File: config.mk
export PLATFORM = sky130hd
export DESIGN_NAME = mem_stage_lsu
export DESIGN_NICKNAME = d
export VERILOG_FILES = /design/src/rtl/mem_stage_lsu.sv
export SDC_FILE = /design/constraint.sdc
export NUM_CORES = 1
export LEC_CHECK = 0
export CORE_ASPECT_RATIO = 1.2
export CORE_UTILIZATION = 40
export DETAILED_ROUTE_END_ITERATION = 10
export PLACE_DENSITY = 0.76
export SLEW_MARGIN = 20
export SYNTH_ARGS = -nofsm -noshare
export SYNTH_HDL_FRONTEND = slang
export SYNTH_SLANG_ARGS = --single-unit
export TNS_END_PERCENT = 30
File: constraint.sdc
create_clock -name clk -period 2.4 [get_ports clk]
set_input_delay 0.48 -clock clk [delete_from_list [all_inputs] [get_ports clk]]
set_output_delay 0.48 -clock clk [all_outputs]
set_load 0.01 [all_outputs]
File: src/rtl/mem_stage_lsu.sv
// MEM-stage load/store unit: request/ready handshake with data memory,
// store lane encoding, load extraction with sign/zero extension.
module mem_stage_lsu #(
  parameter int REG_WIDTH  = 32,
  parameter int ADDR_WIDTH = 32
) (
  input  logic                  clk,
  input  logic                  reset_n,
  input  logic                  EX_MEM_valid,
  input  logic                  EX_MEM_mem_read,
  input  logic                  EX_MEM_mem_write,
  input  logic [2:0]            EX_MEM_funct3,
  input  logic [ADDR_WIDTH-1:0] EX_MEM_alu_out,
  input  logic [REG_WIDTH-1:0]  EX_MEM_dataB,
  output logic                  dmem_req,
  output logic                  dmem_we,
  output logic [ADDR_WIDTH-1:0] dmem_addr,
  output logic [REG_WIDTH-1:0]  dmem_wdata,
  output logic [3:0]            dmem_be,
  input  logic                  dmem_ready,
  input  logic [REG_WIDTH-1:0]  dmem_rdata,
  output logic [REG_WIDTH-1:0]  DMEM_data_out,
  output logic                  mem_stall,
  output logic                  misaligned_exc
);

  typedef enum logic [1:0] {
    S_IDLE,
    S_REQ,
    S_DONE
  } state_t;

  state_t r_state;
  state_t w_next;

  logic                 w_access;
  logic                 w_load;
  logic                 w_illegal;
  logic                 w_misal;
  logic                 w_fault;
  logic                 w_start;
  logic [1:0]           w_lo;
  logic [3:0]           w_be;
  logic [REG_WIDTH-1:0] w_wdata;
  logic [2:0]           r_funct3;
  logic [1:0]           r_lo;
  logic                 r_load;
  logic [7:0]           w_byte;
  logic [15:0]          w_half;
  logic [REG_WIDTH-1:0] w_ext;

  assign w_access = EX_MEM_valid &
                    (EX_MEM_mem_read | EX_MEM_mem_write);
  assign w_load   = EX_MEM_mem_read;
  assign w_lo     = EX_MEM_alu_out[1:0];

  always_comb begin
    w_illegal = 1'b0;
    if (w_load) begin
      w_illegal = (EX_MEM_funct3 == 3'b011) |
                  (EX_MEM_funct3 == 3'b110) |
                  (EX_MEM_funct3 == 3'b111);
    end else begin
      w_illegal = EX_MEM_funct3[2] |
                  (EX_MEM_funct3[1:0] == 2'b11);
    end
  end

  always_comb begin
    w_misal = 1'b0;
    case (EX_MEM_funct3[1:0])
      2'b01:   w_misal = w_lo[0];
      2'b10:   w_misal = (w_lo != 2'b00);
      default: w_misal = 1'b0;
    endcase
  end

  assign w_fault = w_access & (w_illegal | w_misal);
  assign w_start = w_access & ~w_illegal & ~w_misal;

  assign misaligned_exc = w_fault;

  // Byte enables follow the access size for loads too; memory may ignore them.
  always_comb begin
    w_be    = 4'b1111;
    w_wdata = EX_MEM_dataB;
    case (EX_MEM_funct3[1:0])
      2'b00: begin
        w_be    = 4'b0001 << w_lo;
        w_wdata = {4{EX_MEM_dataB[7:0]}};
      end
      2'b01: begin
        w_be    = w_lo[1] ? 4'b1100 : 4'b0011;
        w_wdata = {2{EX_MEM_dataB[15:0]}};
      end
      default: begin
        w_be    = 4'b1111;
        w_wdata = EX_MEM_dataB;
      end
    endcase
  end

  assign w_byte = dmem_rdata[8*r_lo +: 8];
  assign w_half = r_lo[1] ? dmem_rdata[31:16] : dmem_rdata[15:0];

  always_comb begin
    w_ext = dmem_rdata;
    case (r_funct3)
      3'b000:  w_ext = {{24{w_byte[7]}}, w_byte};
      3'b100:  w_ext = {24'h0, w_byte};
      3'b001:  w_ext = {{16{w_half[15]}}, w_half};
      3'b101:  w_ext = {16'h0, w_half};
      default: w_ext = dmem_rdata;
    endcase
  end

  always_comb begin
    w_next = r_state;
    case (r_state)
      S_IDLE:  if (w_start) w_next = S_REQ;
      S_REQ:   if (dmem_ready) w_next = S_DONE;
      S_DONE:  w_next = S_IDLE;
      default: w_next = S_IDLE;
    endcase
  end

  assign mem_stall = ((r_state == S_IDLE) & w_start) |
                     (r_state == S_REQ);

  always_ff @(posedge clk) begin
    if (!reset_n) r_state <= S_IDLE;
    else          r_state <= w_next;
  end

  always_ff @(posedge clk) begin
    if (!reset_n) begin
      dmem_req      <= 1'b0;
      dmem_we       <= 1'b0;
      dmem_addr     <= '0;
      dmem_wdata    <= '0;
      dmem_be       <= 4'b0000;
      DMEM_data_out <= '0;
      r_funct3      <= 3'b000;
      r_lo          <= 2'b00;
      r_load        <= 1'b0;
    end else begin
      case (r_state)
        S_IDLE: begin
          if (w_start) begin
            dmem_req   <= 1'b1;
            dmem_we    <= ~w_load;
            dmem_addr  <= {EX_MEM_alu_out[ADDR_WIDTH-1:2], 2'b00};
            dmem_wdata <= w_wdata;
            dmem_be    <= w_be;
            r_funct3   <= EX_MEM_funct3;
            r_lo       <= w_lo;
            r_load     <= w_load;
          end
        end
        S_REQ: begin
          if (dmem_ready) begin
            dmem_req <= 1'b0;
            if (r_load) DMEM_data_out <= w_ext;
          end
        end
        default: ;
      endcase
    end
  end

endmodule
==> run_results.csv <==
group,metric,value,unit
place,numPortBuffers,206,
power,pwr-share-clk,36.4,%
synthesis,ys_types,48,
global_route,met3_usage,6.49,%
place,dpl_cell_area,7350,µm²
timing,finalHoldViolCount,0,
critical_path,critPathCaptureType,"primary output",
power,p_leak,0.00288,µW
final_layout,antenna_cells,0,
timing,tightest_slew,0.809,ns
detailed_routing,avgViaCountPerCell,5.45,
global_route,overflow,0,
final_layout,design_area,7690,µm²
cts,clock-sinks,108,
critical_path,worstPathCellList,"dlygate4sd2_1 > inv_1 > ha_1 > a32oi_2 > nand3_1 > nand2_1 > clkdlybuf4s15_2",
timing,clock_skew,0.00555,ns
power,power.switching,1140,µW
power,powerDensity,574,nW/µm²
final_layout,multiInputGateArea,2600,µm²
timing,rsz0062_at_grt,"yes",
detailed_routing,routedWlPerCell,16.9,µm
power,ir_drop,0.000328,V
synthesis,netlist_instances,585,
die,coreArea,12200,µm²
final_layout,final_common_cell,"clkdlybuf4s50_1",
critical_path,crit_arrival,1.89,ns
die,fp-row-count,44,
timing,slew_headroom,46.0,%
global_route,grt_pass1_vias,5307,
status,outcome,"finished clean",
cts,path_clk_slew,0.07,ns
cts,htree_levels,3,
cts,clockBufferDepth,2,
die,die_w,104,µm
min_path,hold_path.class,"reg2reg",
die,die_area,13000,µm²
detailed_routing,dr.pass1.iters,5,
cts,hold_buffers,0,
synthesis,yosysTopAreaCell,"dfxtp_1",
synthesis,synth_top_area_share,43.0,%
detailed_routing,drtAntennaViolNets,0,
critical_path,max_stage_delay,0.33,ns
timing,fmax,423,MHz
timing,holdWs,0.455,ns
final_layout,area_delta_synth_final,52.8,%
job,cap_violations,0,
final_layout,final_nets,895,
cts,clk_latency,0.34,ns
place,routabilityCongestion,0.869,
global_route,antenna_found_initial,0,
power,seq_power_share,43.7,%
detailed_routing,routed-via-count,5186,
detailed_routing,drcViolationCount,0,
critical_path,crit_type,"in2out",
critical_path,cpLargestDelayFamily,"buffers and inverters",
power,combPwrFrac,19.9,%
final_layout,seqCellArea,2160,µm²
cts,cts_setup_buffers,0,
timing,period_minus_slack,2.37,ns
timing,period_share,98.6,%
final_layout,drive_gt1_share,8.72,%
synthesis,synth_warnings,0,
synthesis,yosysSeqAreaShare,43.0,%
detailed_routing,first_iter_violations,307,
synthesis,synthesis.area,5030,µm²
cts,cts_tree,"built",
power,p_total,4410,µW
power,power.internal,3270,µW
power,swShare,25.8,%
synthesis,yosys-top-cells-area,"dfxtp_1 43%, mux2i_1 12%, nand2_1 9.5%, a21oi_1 4.6%, o21ai_0 4.3%",
global_route,globalRoute.busiestLayer,"met2",
die,initial_core_util,41.4,%
synthesis,syn_area_per_cell,8.60,µm²
global_route,grt_usage,24.4,%
detailed_routing,finalWirelength,16100,µm
final_layout,mostFrequentLayoutCells,"201 x clkdlybuf4s50_1, 127 x nand2_1, 108 x dfxtp_1",
global_route,grt_start_max_net_pins,55,
final_layout,postLayoutCoreUtil,63.2,%
critical_path,rrSetupSlack,0.59,ns
place,hpwl,11900,µm
die,die_h,125,µm
global_route,grtUsageMet2,42.6,%
critical_path,crit_required,1.92,ns
critical_path,cp_max_fo,4,
global_route,globalRouteMet1Util,28.1,%
die,io_pins,209,
critical_path,start_kind,"primary input",
critical_path,slowest_stage,"ha_1",
final_layout,nFillCells,1040,
critical_path,path_buf_inv,3,
timing,tns,0,ns
timing,maxSlewViolCount,0,
cts,root_buffer,"clkbuf_16",
synthesis,synth_seq_cells,108,
cts,cts_buffers,9,
timing,setup-violations-final,0,
global_route,grt_pass1_wl,25600,µm
## sequential cells by signal, summed over array words and instances (netlist names), 2 cells and up
signal         count
dmem_be            4
r_lo               2
r_funct3           3
dmem_wdata        32
dmem_addr         30
DMEM_data_out     32
r_state            2
## metal layers
| metal | up-vias | part of all wire (%) |
|---|---|---|
| met3 | 28 | 8.3 |
| met4 | 0 | 2.4 |
| met2 | 240 | 49 |
| met1 | 2445 | 40 |
| met5 | - | 0 |
| li1 | 2473 | - |
## area by class of cell
class	instances	share of cell area (%)
multi-input combinational	415	33.8
timing repair buffer	243	30.8
sequential	108	28.1
clock buffer	9	2.93
tap	161	2.62
clock inverter	7	1.29
inverter	9	0.439
## power groups by stage
stage | sequential, µW | clock (µW) | combinational (µW)
floorplan | 1990 | 0 | 373
global placement | 1970 | 0 | 850
detailed placement | 1970 | 0 | 868
CTS | 1930 | 1640 | 870
global route | 1940 | 1700 | 942
finish | 1930 | 1600 | 879
## metrics by stage
step / worst slack (ns) / std cells
after floorplan: 0.137 / 586
after global placement: -0.560 / 936
after detailed placement: -0.646 / 936
after CTS: 0.00735 / 952
after global routing: -0.0202 / 952
final: 0.0347 / 952
## logic make-up after synthesis
family                     Yosys count  share of synthesized area [%]
buffers and inverters               63                           5.94
DFF                                108                           43.0
and+or+nand+nor                    173                           15.0
AOI/OAI and AO/OA                  173                           22.2
adders and majority gates            4                          0.995
muxes                               63                           12.8
other                                1                         0.0745
## tightest hold or removal path, cell delays in order (launching register included)
cell and delay [ns]:
dfxtp_1 0.31, nand2_1 0.05, a21oi_1 0.05
## cell usage after synthesis (all sizes together)
master / n
dfxtp: 108
conb: 1
inv: 9
nand3: 8
o211ai: 1
nand4: 2
a211oi: 16
o211a: 2
o22ai: 2
clkbuf: 35
a21o: 1
o21ai: 44
a22o: 7
a221o: 2
nand2b: 6
nor2b: 8
o21a: 1
and4b: 1
a31oi: 21
a21oi: 49
buf: 19
a311oi: 10
mux2i: 62
nor3: 2
a22oi: 6
nor2: 7
nand3b: 6
a32oi: 1
or2: 2
o22a: 5
a31o: 2
nor3b: 2
mux4: 1
ha: 4
nand2: 127
and3: 1
o2bb2ai: 1
a221oi: 1
o41ai: 1
or2b: 1
## final timing paths
path | start | end | cells past startpoint
worst min register to register | DMEM_data_out[8]$_SDFFE_PN0P_ | DMEM_data_out[8]$_SDFFE_PN0P_ | 2
worst min-delay path | DMEM_data_out[8]$_SDFFE_PN0P_ | DMEM_data_out[8]$_SDFFE_PN0P_ | 2
worst max register to register | r_funct3[0]$_SDFFE_PN0P_ | DMEM_data_out[1]$_SDFFE_PN0P_ | 4
worst max-delay path | EX_MEM_funct3[1] | mem_stall | 7
## repair_timing
action / CTS / global route
pin swaps: 1 / 1
gates resized for setup: 9 / 4
setup endpoints to repair: 70 / 41
No activity file was read; power rests on OpenSTA's default activity.
==> variant 1: new RTL, same settings <==
Make the reset (`reset_n`) asynchronous in 2 clocked blocks.
--- a/src/rtl/mem_stage_lsu.sv
+++ b/src/rtl/mem_stage_lsu.sv
@@ -128,10 +128,10 @@
                      (r_state == S_REQ);
 
-  always_ff @(posedge clk) begin
+  always_ff @(posedge clk or negedge reset_n) begin
     if (!reset_n) r_state <= S_IDLE;
     else          r_state <= w_next;
   end
 
-  always_ff @(posedge clk) begin
+  always_ff @(posedge clk or negedge reset_n) begin
     if (!reset_n) begin
       dmem_req      <= 1'b0;
Function: differs if reset_n is asserted again (counterexample within 4 cycles, from zero or initial values and one cycle with reset_n low); with reset_n held inactive, the same outputs for 4 cycles.
==> variant 1 against the original RTL <==
- design area grew 1.8%
- count of clock-buffer cells in the layout is the same
- critical path depth shrank 1
- synthesized area grew 1.6%
- worst setup slack gained 160 ps
- sequential cell count is the same
- wire length shrank 10%
- core utilization grew 0.55 points
- synthesized cell count shrank 26%
- clock skew grew 6.4 ps
- critical endpoint unchanged
Power is not compared: it rests on default switching activity, and its combinational part moved more than twofold at a synthesized area within 25%.
==> variant 1: results (changes against the original RTL) <==
- Layout clock area frac: 4.00% (-0.22 points)
- Pre-antenna DRT Iters: 4 (-1)
- Dpl cell area: 7460 um^2 (+1.6%)
- Setup WS pre-CTS: -486 ps (+161 ps)
- FF-to-FF setup slack: 560 ps (-30 ps)
- Filler Cells Inserted: 997 (-4.1%)
- Reg2Reg Depth: 5 (+1)
- Post-CTS setup buffer count: 1 (+1)
- Hold WS: 16.0 ps (-439 ps)
- Slowest stage cell on the critical path: clkdlybuf4s50_1
- Vias in the first global route: 4,514 (-15%)
- Setup ws final: 194 ps (+159 ps)
- Asr flop ratio synth: 100% (+100 points)
- Status: completed
- Post-synth cell types: 37 (-23%)
- Area share of buffers outside the clock network: 30.0% (-0.83 points)
- Crit-path max cell delay: 540 ps (+210 ps)
- Pin count of the biggest net entering global routing: 68 (+24%)
- Worst R2R Start: r_lo[1]
- Inst Count DP: 796 (-15%)
- First-pass GRT wire length: 22.8 mm (-11%)
- Worst path arrival time: 1730 ps (-160 ps)
- Synth Area per Inst: 11.8 um^2 (+37%)
- Most common library cells after synthesis: dfrtp_1, mux2_2, o21ai_0, nand2_1, a21oi_1
- Multi-input logic cell count: 287 (-31%)
- Worst r2r dst: DMEM_data_out[26]
- Non-Clock Buffer Count: 235 (-3.3%)
[variant 1: changes by cell type after synthesis, moves of 20 or more]
cell	unedited run	this run
mux2_2	0	87
nand2_1	127	32
clkbuf_1	35	15
dfrtp_1	0	108
mux2i_1	62	9
dfxtp_1	108	0
[variant 1: critical path, delay by kind of cell]
kind	cells	cell delay (ps)
compound gates	1	140
buf+inv	2	650
simple gates	3	450
[variant 1: kinds of logic (layout without fill, tap and decap cells)]
logic type	after synthesis	in the layout	synth area share (%)
compound gates	108	108	12.9
fa+ha+maj	4	4	0.979
buf+inv	39	257	3.48
flops	108	108	52.9
mux	97	97	21.4
other cells	1	2	0.0734
simple gates	76	76	8.35
[variant 1: per-layer routing]
layer	vias up	track usage, %	wire (um)
met5	-	0	0
met1	2100	25.9	5740
li1	1982	-	-
met4	0	8.20	357
met3	25	6.94	1090
met2	167	37.5	7200
==> variant 2: new RTL, config.mk and constraints unchanged <==
Made on the original files. `ADDR_WIDTH`: 32 -> 64.
--- a/src/rtl/mem_stage_lsu.sv
+++ b/src/rtl/mem_stage_lsu.sv
@@ -3,5 +3,5 @@
 module mem_stage_lsu #(
   parameter int REG_WIDTH  = 32,
-  parameter int ADDR_WIDTH = 32
+  parameter int ADDR_WIDTH = 64
 ) (
   input  logic                  clk,
Interface: changed (resized EX_MEM_alu_out and dmem_addr); port bits go from 209 to 273. No check against the original RTL was run, so the function may have changed too.
==> variant 2 against the original RTL <==
- cell count grew 27%
- worst setup slack improved by 44 ps
- wire length increased by 18%
- design area is 31% higher
- sequential cell count grew 32
- synthesized area grew 26%
- via count grew 19%
- power increased by 44%
- global-route usage decreased by 0.61 points
- critical path type unchanged
==> variant 2: results (changes against the original RTL) <==
- Status: completed
- CP max FO: 3 (-1)
- 1st-iter DRT viols: 488 (+59%)
- Most common library cells after synthesis: nand2_1, dfxtp_1, mux2i_1, clkbuf_1, o21ai_0
- Top cells by area, synth: dfxtp_1, mux2i_1, nand2_1
- DR vias/cell: 5.13 (-5.8%)
- Nets: 1,129 (+26%)
- Vias in the first global route: 5,985 (+13%)
- HPWL after detailed placement: 13.3 mm (+12%)
- Synth Area in Adders: 0.792% (-0.20 points)
- Worst Tran Pin Value: 708 ps (-100 ps)
- Crit-path max cell delay: 240 ps (-90 ps)
- Sequential-to-total area share from yosys stat: 44.4% (+1.4 points)
- Cts bufs inserted: 17 (+8)
- Pin count of the biggest net entering global routing: 102 (+85%)
- FF-to-FF setup slack: 550 ps (-40 ps)
- Overall routing resource usage: 23.8% (-0.61 points)
- Post-synthesis mux area share: 15.2% (+2.5 points)
- Dpl cell area: 9410 um^2 (+28%)
- Slowest stage cell on the critical path: clkdlybuf4s15_1
- Worst VDD drop: 0.452 mV (+38%)
- Share of layout cells above drive strength 1: 9.59% (+0.87 points)
- Worst path arrival time: 1840 ps (-50 ps)
- Worst R2R Start: r_lo[1]
- Top Registers: dmem_addr: 62 flops, DMEM_data_out: 32 flops, dmem_wdata: 32 flops
## variant 2: what timing repair did
item / 4_1_cts / 5_1_grt
pin swaps: 1 / 0
hold buffers: 0 / 0
gates resized for setup: 8 / 5
setup endpoints to repair: 86 / 2
cloned: 0 / 0
## variant 2: stage by stage
stage	hold slack, ps	util (%)	worst slack (ps)	setup TNS, ps	std cells
final	396	66.0	78.5	0	1205
after global routing	404	66.0	17.9	0	1205
after CTS	381	66.0	31.7	0	1205
after detailed placement	446	61.9	-550	-48980	1173
after floorplan	444	-	195	0	725
after global placement	439	61.9	-513	-44720	1173
## variant 2: where the power goes
group / switching [mW] / internal, mW / leakage, nW / total, mW
clock network: 1.01 / 1.71 / 0.295 / 2.72
registers: 0.0635 / 2.44 / 1.14 / 2.50
logic: 0.494 / 0.624 / 2.31 / 1.12
## variant 2: layout make-up
| type | count | area share, % |
|---|---|---|
| Clock buffer | 21 | 4.69 |
| Clock inverter | 11 | 1.41 |
| Inverter | 9 | 0.337 |
| Multi-Input combinational cell | 511 | 32.1 |
| Sequential cell | 140 | 27.9 |
| Tap cell | 204 | 2.54 |
| Timing Repair Buffer | 309 | 31.0 |
## variant 2: routing by layer
metal	wire, um	vias to the layer above	global-route usage [%]	part of all wire (%)
met5	0	-	0	0
met4	590	0	11.3	3.1
met3	1540	37	7.27	8.2
met2	9030	271	38.3	48
met1	7750	2815	28.6	41
li1	-	3058	-	-
## variant 2: how the worst max path moves through the flow
stage	slack (ps)	from	endpoint
after detailed placement	-550	EX_MEM_funct3[0]	dmem_addr[52]
after global routing	20	EX_MEM_funct3[1]	mem_stall
after CTS	30	EX_MEM_funct3[0]	mem_stall
after global placement	-510	EX_MEM_funct3[0]	mem_stall
final	80	EX_MEM_funct3[1]	mem_stall
after floorplan	190	EX_MEM_funct3[0]	mem_stall
